`src/rtl/fetch_pc_pkg.sv`:
```
// fetch_pc_pkg: shared CPU constants for the instruction-fetch stage.
// Fetch FSM encodings, widths and the IF/ID entry bundle.
package fetch_pc_pkg;

    localparam int XLEN    = 32;
    localparam int INSTR_W = 32;

    localparam logic [XLEN-1:0] DEF_RESET_VECTOR = 32'h0000_0000;

    localparam logic [1:0] ST_BOOT  = 2'd0;
    localparam logic [1:0] ST_IDLE  = 2'd1;
    localparam logic [1:0] ST_WAIT  = 2'd2;
    localparam logic [1:0] ST_DRAIN = 2'd3;

    typedef struct packed {
        logic [XLEN-1:0]    pc;
        logic [INSTR_W-1:0] instr;
    } fetch_ent_t;

    function automatic logic is_aligned(input logic [XLEN-1:0] a);
        return a[1:0] == 2'b00;
    endfunction

endpackage

```
`src/rtl/fetch_skid.sv`:
```
// fetch_skid: one-entry {pc, instr} holding buffer between IF and ID.
// Clear wins over load; load and unload are never asserted together.
module fetch_skid
    import fetch_pc_pkg::*;
(
    input  logic       clk,
    input  logic       rst_n,
    input  logic       load,
    input  logic       unload,
    input  logic       clear,
    input  fetch_ent_t din,
    output logic       vld,
    output fetch_ent_t dout
);

    always_ff @(posedge clk or negedge rst_n) begin
        if (!rst_n) begin
            vld  <= 1'b0;
            dout <= '0;
        end else if (clear) begin
            vld <= 1'b0;
        end else if (load) begin
            vld  <= 1'b1;
            dout <= din;
        end else if (unload) begin
            vld <= 1'b0;
        end
    end

endmodule

```
`src/rtl/fetch_pc.sv`:
```
// fetch_pc: IF program-counter stage; sequential fetch, imem handshake,
// branch redirect with drain of an in-flight request, skid to decode.
module fetch_pc
    import fetch_pc_pkg::*;
#(
    parameter logic [XLEN-1:0] RESET_VECTOR = DEF_RESET_VECTOR
) (
    input  logic               i_clk,
    input  logic               i_rst_n,
    input  logic               i_stall,
    input  logic               i_exec_vld,
    input  logic               i_br_en,
    input  logic [XLEN-1:0]    i_br_tgt,
    output logic               o_imem_req,
    output logic [XLEN-1:0]    o_imem_addr,
    input  logic               i_imem_ack,
    input  logic [INSTR_W-1:0] i_imem_dat,
    output logic               o_vld,
    output logic [INSTR_W-1:0] o_instr,
    output logic [XLEN-1:0]    o_pc,
    output logic               o_flush,
    output logic               o_misalign,
    output logic [XLEN-1:0]    o_misalign_addr
);

    logic [1:0]      state;
    logic [1:0]      state_nxt;
    logic [XLEN-1:0] addr;
    logic [XLEN-1:0] addr_nxt;
    logic [XLEN-1:0] drain_tgt;
    logic [XLEN-1:0] drain_tgt_nxt;

    logic       br;
    logic       redir;
    logic       mis_ev;
    logic       wait_ack;
    logic       fetch_ok;
    logic       load_out;
    logic       out_adv;
    logic       skid_load;
    logic       skid_unload;
    logic       skid_vld;
    fetch_ent_t skid_q;
    fetch_ent_t new_ent;
    fetch_ent_t out_q;
    logic       out_vld;

    assign br     = i_exec_vld & i_br_en;
    assign redir  = br & is_aligned(i_br_tgt);
    assign mis_ev = br & ~is_aligned(i_br_tgt);

    assign wait_ack    = (state == ST_WAIT) & i_imem_ack;
    assign fetch_ok    = wait_ack & ~redir;
    assign load_out    = fetch_ok & (~out_vld | ~i_stall);
    assign out_adv     = out_vld & ~i_stall;
    assign skid_load   = fetch_ok & out_vld & i_stall;
    assign skid_unload = out_adv & skid_vld & ~redir & ~load_out;

    assign new_ent.pc    = addr;
    assign new_ent.instr = i_imem_dat;

    // DRAIN keeps the old address on the bus; the target waits aside
    always_comb begin
        state_nxt     = state;
        addr_nxt      = addr;
        drain_tgt_nxt = drain_tgt;
        case (state)
            ST_BOOT: begin
                if (redir) begin
                    addr_nxt  = i_br_tgt;
                    state_nxt = ST_WAIT;
                end else begin
                    addr_nxt  = RESET_VECTOR;
                    state_nxt = ST_IDLE;
                end
            end
            ST_IDLE: begin
                if (redir) begin
                    addr_nxt  = i_br_tgt;
                    state_nxt = ST_WAIT;
                end else if (!skid_vld) begin
                    state_nxt = ST_WAIT;
                end
            end
            ST_WAIT: begin
                if (redir) begin
                    if (i_imem_ack) begin
                        addr_nxt = i_br_tgt;
                    end else begin
                        drain_tgt_nxt = i_br_tgt;
                        state_nxt     = ST_DRAIN;
                    end
                end else if (i_imem_ack) begin
                    addr_nxt  = addr + 32'd4;
                    state_nxt = skid_load ? ST_IDLE : ST_WAIT;
                end
            end
            ST_DRAIN: begin
                if (i_imem_ack) begin
                    addr_nxt  = redir ? i_br_tgt : drain_tgt;
                    state_nxt = ST_WAIT;
                end else if (redir) begin
                    drain_tgt_nxt = i_br_tgt;
                end
            end
            default: begin
                state_nxt = ST_BOOT;
            end
        endcase
    end

    always_ff @(posedge i_clk or negedge i_rst_n) begin
        if (!i_rst_n) begin
            state     <= ST_BOOT;
            addr      <= RESET_VECTOR;
            drain_tgt <= RESET_VECTOR;
        end else begin
            state     <= state_nxt;
            addr      <= addr_nxt;
            drain_tgt <= drain_tgt_nxt;
        end
    end

    always_ff @(posedge i_clk or negedge i_rst_n) begin
        if (!i_rst_n) begin
            out_vld <= 1'b0;
            out_q   <= '0;
        end else if (redir) begin
            out_vld <= 1'b0;
        end else if (load_out) begin
            out_vld <= 1'b1;
            out_q   <= new_ent;
        end else if (out_adv) begin
            out_vld <= skid_vld;
            if (skid_vld) begin
                out_q <= skid_q;
            end
        end
    end

    always_ff @(posedge i_clk or negedge i_rst_n) begin
        if (!i_rst_n) begin
            o_misalign      <= 1'b0;
            o_misalign_addr <= '0;
        end else begin
            o_misalign <= mis_ev;
            if (mis_ev) begin
                o_misalign_addr <= i_br_tgt;
            end
        end
    end

    fetch_skid u_skid (
        .clk    (i_clk),
        .rst_n  (i_rst_n),
        .load   (skid_load),
        .unload (skid_unload),
        .clear  (redir),
        .din    (new_ent),
        .vld    (skid_vld),
        .dout   (skid_q)
    );

    assign o_imem_req  = (state == ST_WAIT) | (state == ST_DRAIN);
    assign o_imem_addr = addr;
    assign o_vld       = out_vld;
    assign o_pc        = out_q.pc;
    assign o_instr     = out_q.instr;
    assign o_flush     = redir;

endmodule
```
`config.mk`:
```
export PLATFORM = sky130hd
export DESIGN_NAME = fetch_pc
export DESIGN_NICKNAME = d
export VERILOG_FILES = /design/src/rtl/fetch_pc_pkg.sv /design/src/rtl/fetch_skid.sv /design/src/rtl/fetch_pc.sv
export SDC_FILE = /design/constraint.sdc
export NUM_CORES = 1
export LEC_CHECK = 0
export CAP_MARGIN = 40
export CELL_PAD_IN_SITES_DETAIL_PLACEMENT = 0
export CELL_PAD_IN_SITES_GLOBAL_PLACEMENT = 2
export CORE_MARGIN = 5
export CORE_UTILIZATION = 36
export CTS_BUF_LIST = sky130_fd_sc_hd__clkbuf_8 sky130_fd_sc_hd__clkbuf_16
export DETAILED_ROUTE_END_ITERATION = 12
export GPL_TIMING_DRIVEN = 0
export PLACE_DENSITY_LB_ADDON = 0.12
export SYNTH_ARGS = -nofsm -noshare
export SYNTH_HDL_FRONTEND = slang
export SYNTH_SLANG_ARGS = --single-unit
```
`constraint.sdc`:
```
create_clock -name i_clk -period 4.9 [get_ports i_clk]
set_input_delay 0.735 -clock i_clk [delete_from_list [all_inputs] [get_ports i_clk]]
set_output_delay 0.735 -clock i_clk [all_outputs]
set_load 0.02 [all_outputs]
```
==> reports/qor.yml, run 1 <==
status: "complete, no violations"
drt_iter0_drc: 485
die-area_mm2: 0.0334
synthCells: 1000
synthAdderAreaFrac_pct: 0.117
crit_path_start_kind: "input port"
fin_crit_sh_pct: 76.0
fin_crit_ps: 3730
grt_pass1_wl_um: 53200
power.density_mw_per_mm2: 674
ant_nets: 0
fin_total_pwr_mw: 9.58
hold_path.class: "input port to async pin"
synth_warnings: 0
numCtsBuffers: 27
instances_no_fill: 1642
p_sw_share_pct: 38.3
routedWlPerCell_um: 20.9
netlist_area_mm2: 0.0107
drt_wl_total_um: 34200
multi_input_area_mm2: 0.00459
worstSetupPathType: "input port to output pin"
cts_tree: "yes"
hold_slack_ps: 110
io_buffers: 201
seq_area_frac_synth_pct: 53.4
routabilityCongestion: 0.843
p_seq_share_pct: 34.3
worstPathArrival_ps: 2990
synth_area_leaders: "dfrtp_1, mux2_2, a21oi_1, mux2i_1, nor2_1"
async_flop_share_pct: 100
synth.ff_latch_count: 229
end_kind: "output pin"
slew_headroom_pct: 44.8
drive_gt1_share_pct: 17.1
initial_core_util_pct: 36.3
antenna_found_initial: 0
fin_nets: 1303
cp_slowest_cell: "clkdlybuf4s50_1"
postCtsHoldBufs: 0
die_y_um: 183
synth_top_area_share_pct: 53.4
slew_viol_final: 0
vias: 8692
cts.repair.resized: 0
dp.cells: 1593
cts_root_buffer: "clkbuf_16"
chipWidth_um: 183
clk_path_buf_depth: 3
htree_levels: 1
power.switching_mw: 3.67
yosys.cell_types.count: 65
postCtsSetupBuffers: 0
cpPeakStageDelay_ps: 680
path_delay_family: "buffers and inverters"
clock_skew_ps: 17.5
yosys_most_used_dff: "dfrtp_1"
synthXorXnorAreaFrac_pct: 0.653
path_clk_slew_ps: 60
worst-path-stages: 6
r2r_cells: 6
insertedDiodeCount: 0
cp_max_fo: 10
synthSimpleGateAreaFrac_pct: 11.1
muxShareOfSynthArea_pct: 17.2
cp_data_required_time_ps: 4160
fill_cells: 2807
seqCellArea_mm2: 0.00573
setup_viol: 0
hold_viol: 0
synth_edf_count: 0
dp_hpwl_um: 24600
tightest_slew_ps: 828
synth.most_common_cell: "dfrtp_1"
cp_num_buf_inv: 5
clock_sinks: 229
power_frac_clock_pct: 22.0
postSynthNetCount: 1071
power_leakage_nw: 6.29
crit_chain: "clkdlybuf4s50_1, nand4bb_1, inv_2, buf_2, buf_2, clkdlybuf4s50_1"
fmax_mhz: 268
comb_power_share_pct: 43.7
clk_latency_ps: 540
ir_drop_mv: 0.272
area_growth_pct: 32.5
synth_area_leader_cell: "dfrtp_1"
coreArea_mm2: 0.0296
grt_pass1_vias: 8976
synthTopCellsByCount: "dfrtp_1, a21oi_1, mux2_2"
synth_top_family_by_area: "multiplexers"
track_usage_pct: 20.2
io_pins: 202
finalSetupTns_ps: 0
drtPass1Iterations: 5
rsz0062_at_grt: "no"
grt-ovfl-total: 0
final_core_util_pct: 48.1
rows: 63
synth-compound-area-share_pct: 13.6
p_int_mw: 5.91
grt_max_degree: 100
remaining_drc_errors: 0
syn_avg_cell_area_um2: 10.7
routed_via_density: 5.29
max_cap_violations: 0
## per-layer routing
metal / wire, µm / part of all wire, % / vias up / track usage, %
met2: 15800 / 46 / 238 / 32.2
met4: 573 / 1.7 / 0 / 4.20
met1: 15700 / 46 / 4363 / 28.5
li1: - / - / 4057 / -
met5: 0 / 0 / - / 0
met3: 2210 / 6.5 / 34 / 4.19
## cells by family (layout without fill, tap and decap cells)
| kind of cell | after synthesis | after routing |
|---|---|---|
| AO/OA/AOI/OAI | 241 | 241 |
| XOR/XNOR | 8 | 8 |
| adder cells (fa/ha/maj) | 1 | 1 |
| buffers and inverters | 88 | 340 |
| flip-flops | 229 | 229 |
| multiplexers | 171 | 171 |
| AND/OR/NAND/NOR | 262 | 262 |
## state kept, by name, summed over array words and instances, names as in the netlist, 2 cells and up
signal           count
u_skid.dout         64
drain_tgt           32
o_imem_addr         32
o_instr             32
o_misalign_addr     32
o_pc                32
state                2
## layout make-up
type | count | area share, %
clock inverter | 17 | 1.32
inverter | 13 | 0.343
sequential | 229 | 40.3
clock buffer | 32 | 5.23
timing repair buffer | 203 | 14.6
multi-input combinational | 683 | 32.2
buffer | 75 | 2.59
tap | 390 | 3.43
## worst paths after layout
path                                      from             endpoint  slack (ps)
min reg2reg                o_misalign_addr[28]  o_misalign_addr[28]         470
max reg2reg                     o_imem_addr[2]      o_imem_addr[26]        2460
max in group asynchronous              i_rst_n             o_pc[11]        3920
min in group i_clk         o_misalign_addr[28]  o_misalign_addr[28]         470
min                                    i_rst_n           o_misalign         110
max                                 i_exec_vld              o_flush        1170
## power groups by stage
stage | Clock, mW | Sequential (mW) | Combinational (mW)
floorplan | 0 | 3.71 | 1.99
global placement | 0 | 3.32 | 4.18
detailed placement | 0 | 3.33 | 4.21
CTS | 2.17 | 3.30 | 4.23
global route | 2.22 | 3.41 | 4.57
finish | 2.10 | 3.29 | 4.19
## cells in the final DEF, fill, tap and decap left out, types with 11 or more instances in the layout
master / synthesis / final
a21oi_1: 121 / 121
buf_2: 35 / 35
buf_4: 11 / 11
clkbuf_1: 24 / 24
clkbuf_16: 0 / 27
clkdlybuf4s50_1: 0 / 200
dfrtp_1: 229 / 229
inv_1: 12 / 16
mux2_2: 111 / 111
mux2i_1: 60 / 60
nand2_1: 91 / 91
nand3_1: 16 / 16
nor2_1: 95 / 95
o21ai_0: 42 / 42
## metrics by stage
stage / setup slack, ps / instance area (µm²)
6_report: 1170 / 14200
5_1_grt: 1090 / 14200
4_1_cts: 1160 / 14200
3_5_place_dp: 1170 / 13300
3_3_place_gp: -7420 / 13200
2_1_floorplan: 2680 / 10700
Power figures use the tool's default switching activity.
==> run 2, diff against run 1 <==
CORE_UTILIZATION = 30   (was 36)
clock period = 3.3 ns   (was 4.9 ns; I/O delays follow)
==> reports/qor.yml, run 2 (synthesis results as in run 1) <==
status: "complete, no violations"
routabilityCongestion: 0.832  # -1.4%
routed_via_density: 5.10  # -3.7%
place_area_mm2: 0.0134  # +0.84%
fin_crit_sh_pct: 96.1
coreArea_mm2: 0.0355  # +20%
max_cap_violations: 0  # unchanged
top_register: "u_skid.dout"
regToRegSetupSlack_ps: 850  # -1610 ps
grt_max_degree: 105  # +5.0%
rsz0062_at_grt: "no"
end_kind: "output pin"
final_core_util_pct: 40.4  # -7.7 points
clk_path_buf_depth: 3  # unchanged
drive_gt1_share_pct: 17.2  # +0.10 points
cts_tree: "yes"
clk_latency_ps: 540  # about the same
cpPeakStageDelay_ps: 640  # -40 ps
power.density_mw_per_mm2: 990  # +47%
r2r_cells: 6  # unchanged
largest_reg_flops: 64  # unchanged
remaining_drc_errors: 0  # unchanged
vias: 8753  # +0.70%
crit_path_start_kind: "input port"
setup_viol: 0  # unchanged
layout_commonest_cell: "dfrtp_1"
power_leakage_nw: 6.30  # +0.20%
fin_crit_ps: 3170
drt_wl_total_um: 37300  # +9.0%
track_usage_pct: 18.5  # -1.7 points
die_y_um: 199  # +9.0%
insertedDiodeCount: 0  # unchanged
startpoint: "i_br_en"
path_clk_slew_ps: 60  # about the same
instances_no_fill: 1717  # +4.6%
power_frac_clock_pct: 21.3  # -0.7 points
initial_core_util_pct: 30.3  # -6.1 points
cp_data_required_time_ps: 2800  # -1360 ps
crit_top_cell: "clkdlybuf4s50_1"
cp_max_fo: 10  # unchanged
fmax_mhz: 315
worstPathArrival_ps: 2680  # -310 ps
crit_end: "o_flush"
ant_nets: 0  # unchanged
p_sw_share_pct: 38.9  # +0.57 points
drt_iter0_drc: 446  # -8.0%
power.switching_mw: 5.51  # +50%
area_growth_pct: 33.5
io_pins: 202  # unchanged
grt_pass1_wl_um: 56600  # +6.4%
dp_hpwl_um: 26900  # +9.3%
stdcell_area_mm2: 0.0143  # +0.76%
postCtsSetupBuffers: 0  # unchanged
hold_viol: 0  # unchanged
comb_power_share_pct: 44.1  # +0.4 points
r2r-end: "o_imem_addr[26]"
crit_chain: "clkdlybuf4s50_1, nand4bb_1, inv_2, buf_2, buf_4, clkdlybuf4s50_1"
dp.cells: 1666  # +4.6%
timing.final.ws_setup_ps: 128  # -1050 ps
worstSetupPathType: "input port to output pin"
tightest_slew_ps: 810  # -18.8 ps
io_buffers: 201  # unchanged
die-area_mm2: 0.0397  # +19%
grt_pass1_vias: 8984  # +0.089%
rows: 69  # +9.5%
grt-ovfl-total: 0  # unchanged
htree_levels: 1  # unchanged
clock_skew_ps: 13.2  # -4.28 ps
slew_headroom_pct: 46.0  # +1.3 points
chipWidth_um: 199  # +9.0%
fin_nets: 1307  # +0.31%
ir_drop_mv: 0.479  # +76%
numCtsBuffers: 28  # +3.7%
p_seq_share_pct: 34.6  # +0.3 points
p_int_mw: 8.67  # +47%
routedWlPerCell_um: 21.7  # +4.2%
r2r-start: "o_imem_addr[2]"
drtPass1Iterations: 5  # unchanged
cts_root_buffer: "clkbuf_16"
antenna_found_initial: 0  # unchanged
final_cell_mix: "dfrtp_1, clkdlybuf4s50_1, a21oi_1"
clock_sinks: 229  # unchanged
cp_slowest_cell: "clkdlybuf4s50_1"
post-place-ws_ps: -1.58  # -1170 ps
hold_path.class: "register to register"
slew_viol_final: 0  # unchanged
run 2: timing repair:
action                                  in CTS  in global routing
hold endpoints to repair                    62                  0
gates resized for setup                      1                  0
hold buffers                                 1                  0
endpoints found under the setup margin       1                  0
run 2: critical path: cells and delay by family:
family	cells	cell delay, ps
simple gates	1	180
buf+inv	5	1980
run 2: cell type report:
type / count / area, µm²
sequential: 229 / 5730
tap: 461 / 577
timing repair buffer: 206 / 2100
fill: 3568 / 21100
multi-input combinational: 683 / 4590
clock inverter: 11 / 52.6
clock buffer: 39 / 863
inverter: 13 / 48.8
buffer: 75 / 370
run 2: power groups by stage:
| stage | clock [mW] | sequential [mW] | combinational [mW] |
|---|---|---|---|
| 2_1_floorplan | 0 | 5.51 | 2.95 |
| 3_3_place_gp | 0 | 4.94 | 6.31 |
| 3_5_place_dp | 0 | 4.96 | 6.35 |
| 4_1_cts | 3.14 | 4.92 | 6.37 |
| 5_1_grt | 3.23 | 5.08 | 6.85 |
| 6_report | 3.03 | 4.90 | 6.26 |
run 2: metrics by stage:
stage	TNS, ps	power (mW)	hold WS (ps)
floorplan	0	8.46	199
global placement	-2079990	11.3	460
detailed placement	-1.58	11.3	466
CTS	0	14.4	481
global route	0	15.2	496
finish	0	14.2	474
run 2: per-layer routing:
metal	global-route usage (%)	routed length, µm	up-vias
li1	-	-	4060
met1	26.1	17100	4384
met2	29.7	17200	249
met3	3.27	2070	60
met4	4.48	971	0
met5	0	0	-
run 2: worst min path at each step:
stage / startpoint / to / slack (ps) / depth (start not counted)
floorplan: i_rst_n / drain_tgt[0] / 200 / 0
global placement: o_misalign_addr[14] / o_misalign_addr[14] / 460 / 2
detailed placement: o_misalign_addr[23] / o_misalign_addr[23] / 470 / 2
CTS: o_misalign_addr[23] / o_misalign_addr[23] / 480 / 2
global route: o_misalign_addr[0] / o_misalign_addr[0] / 500 / 2
finish: o_misalign_addr[23] / o_misalign_addr[23] / 470 / 2
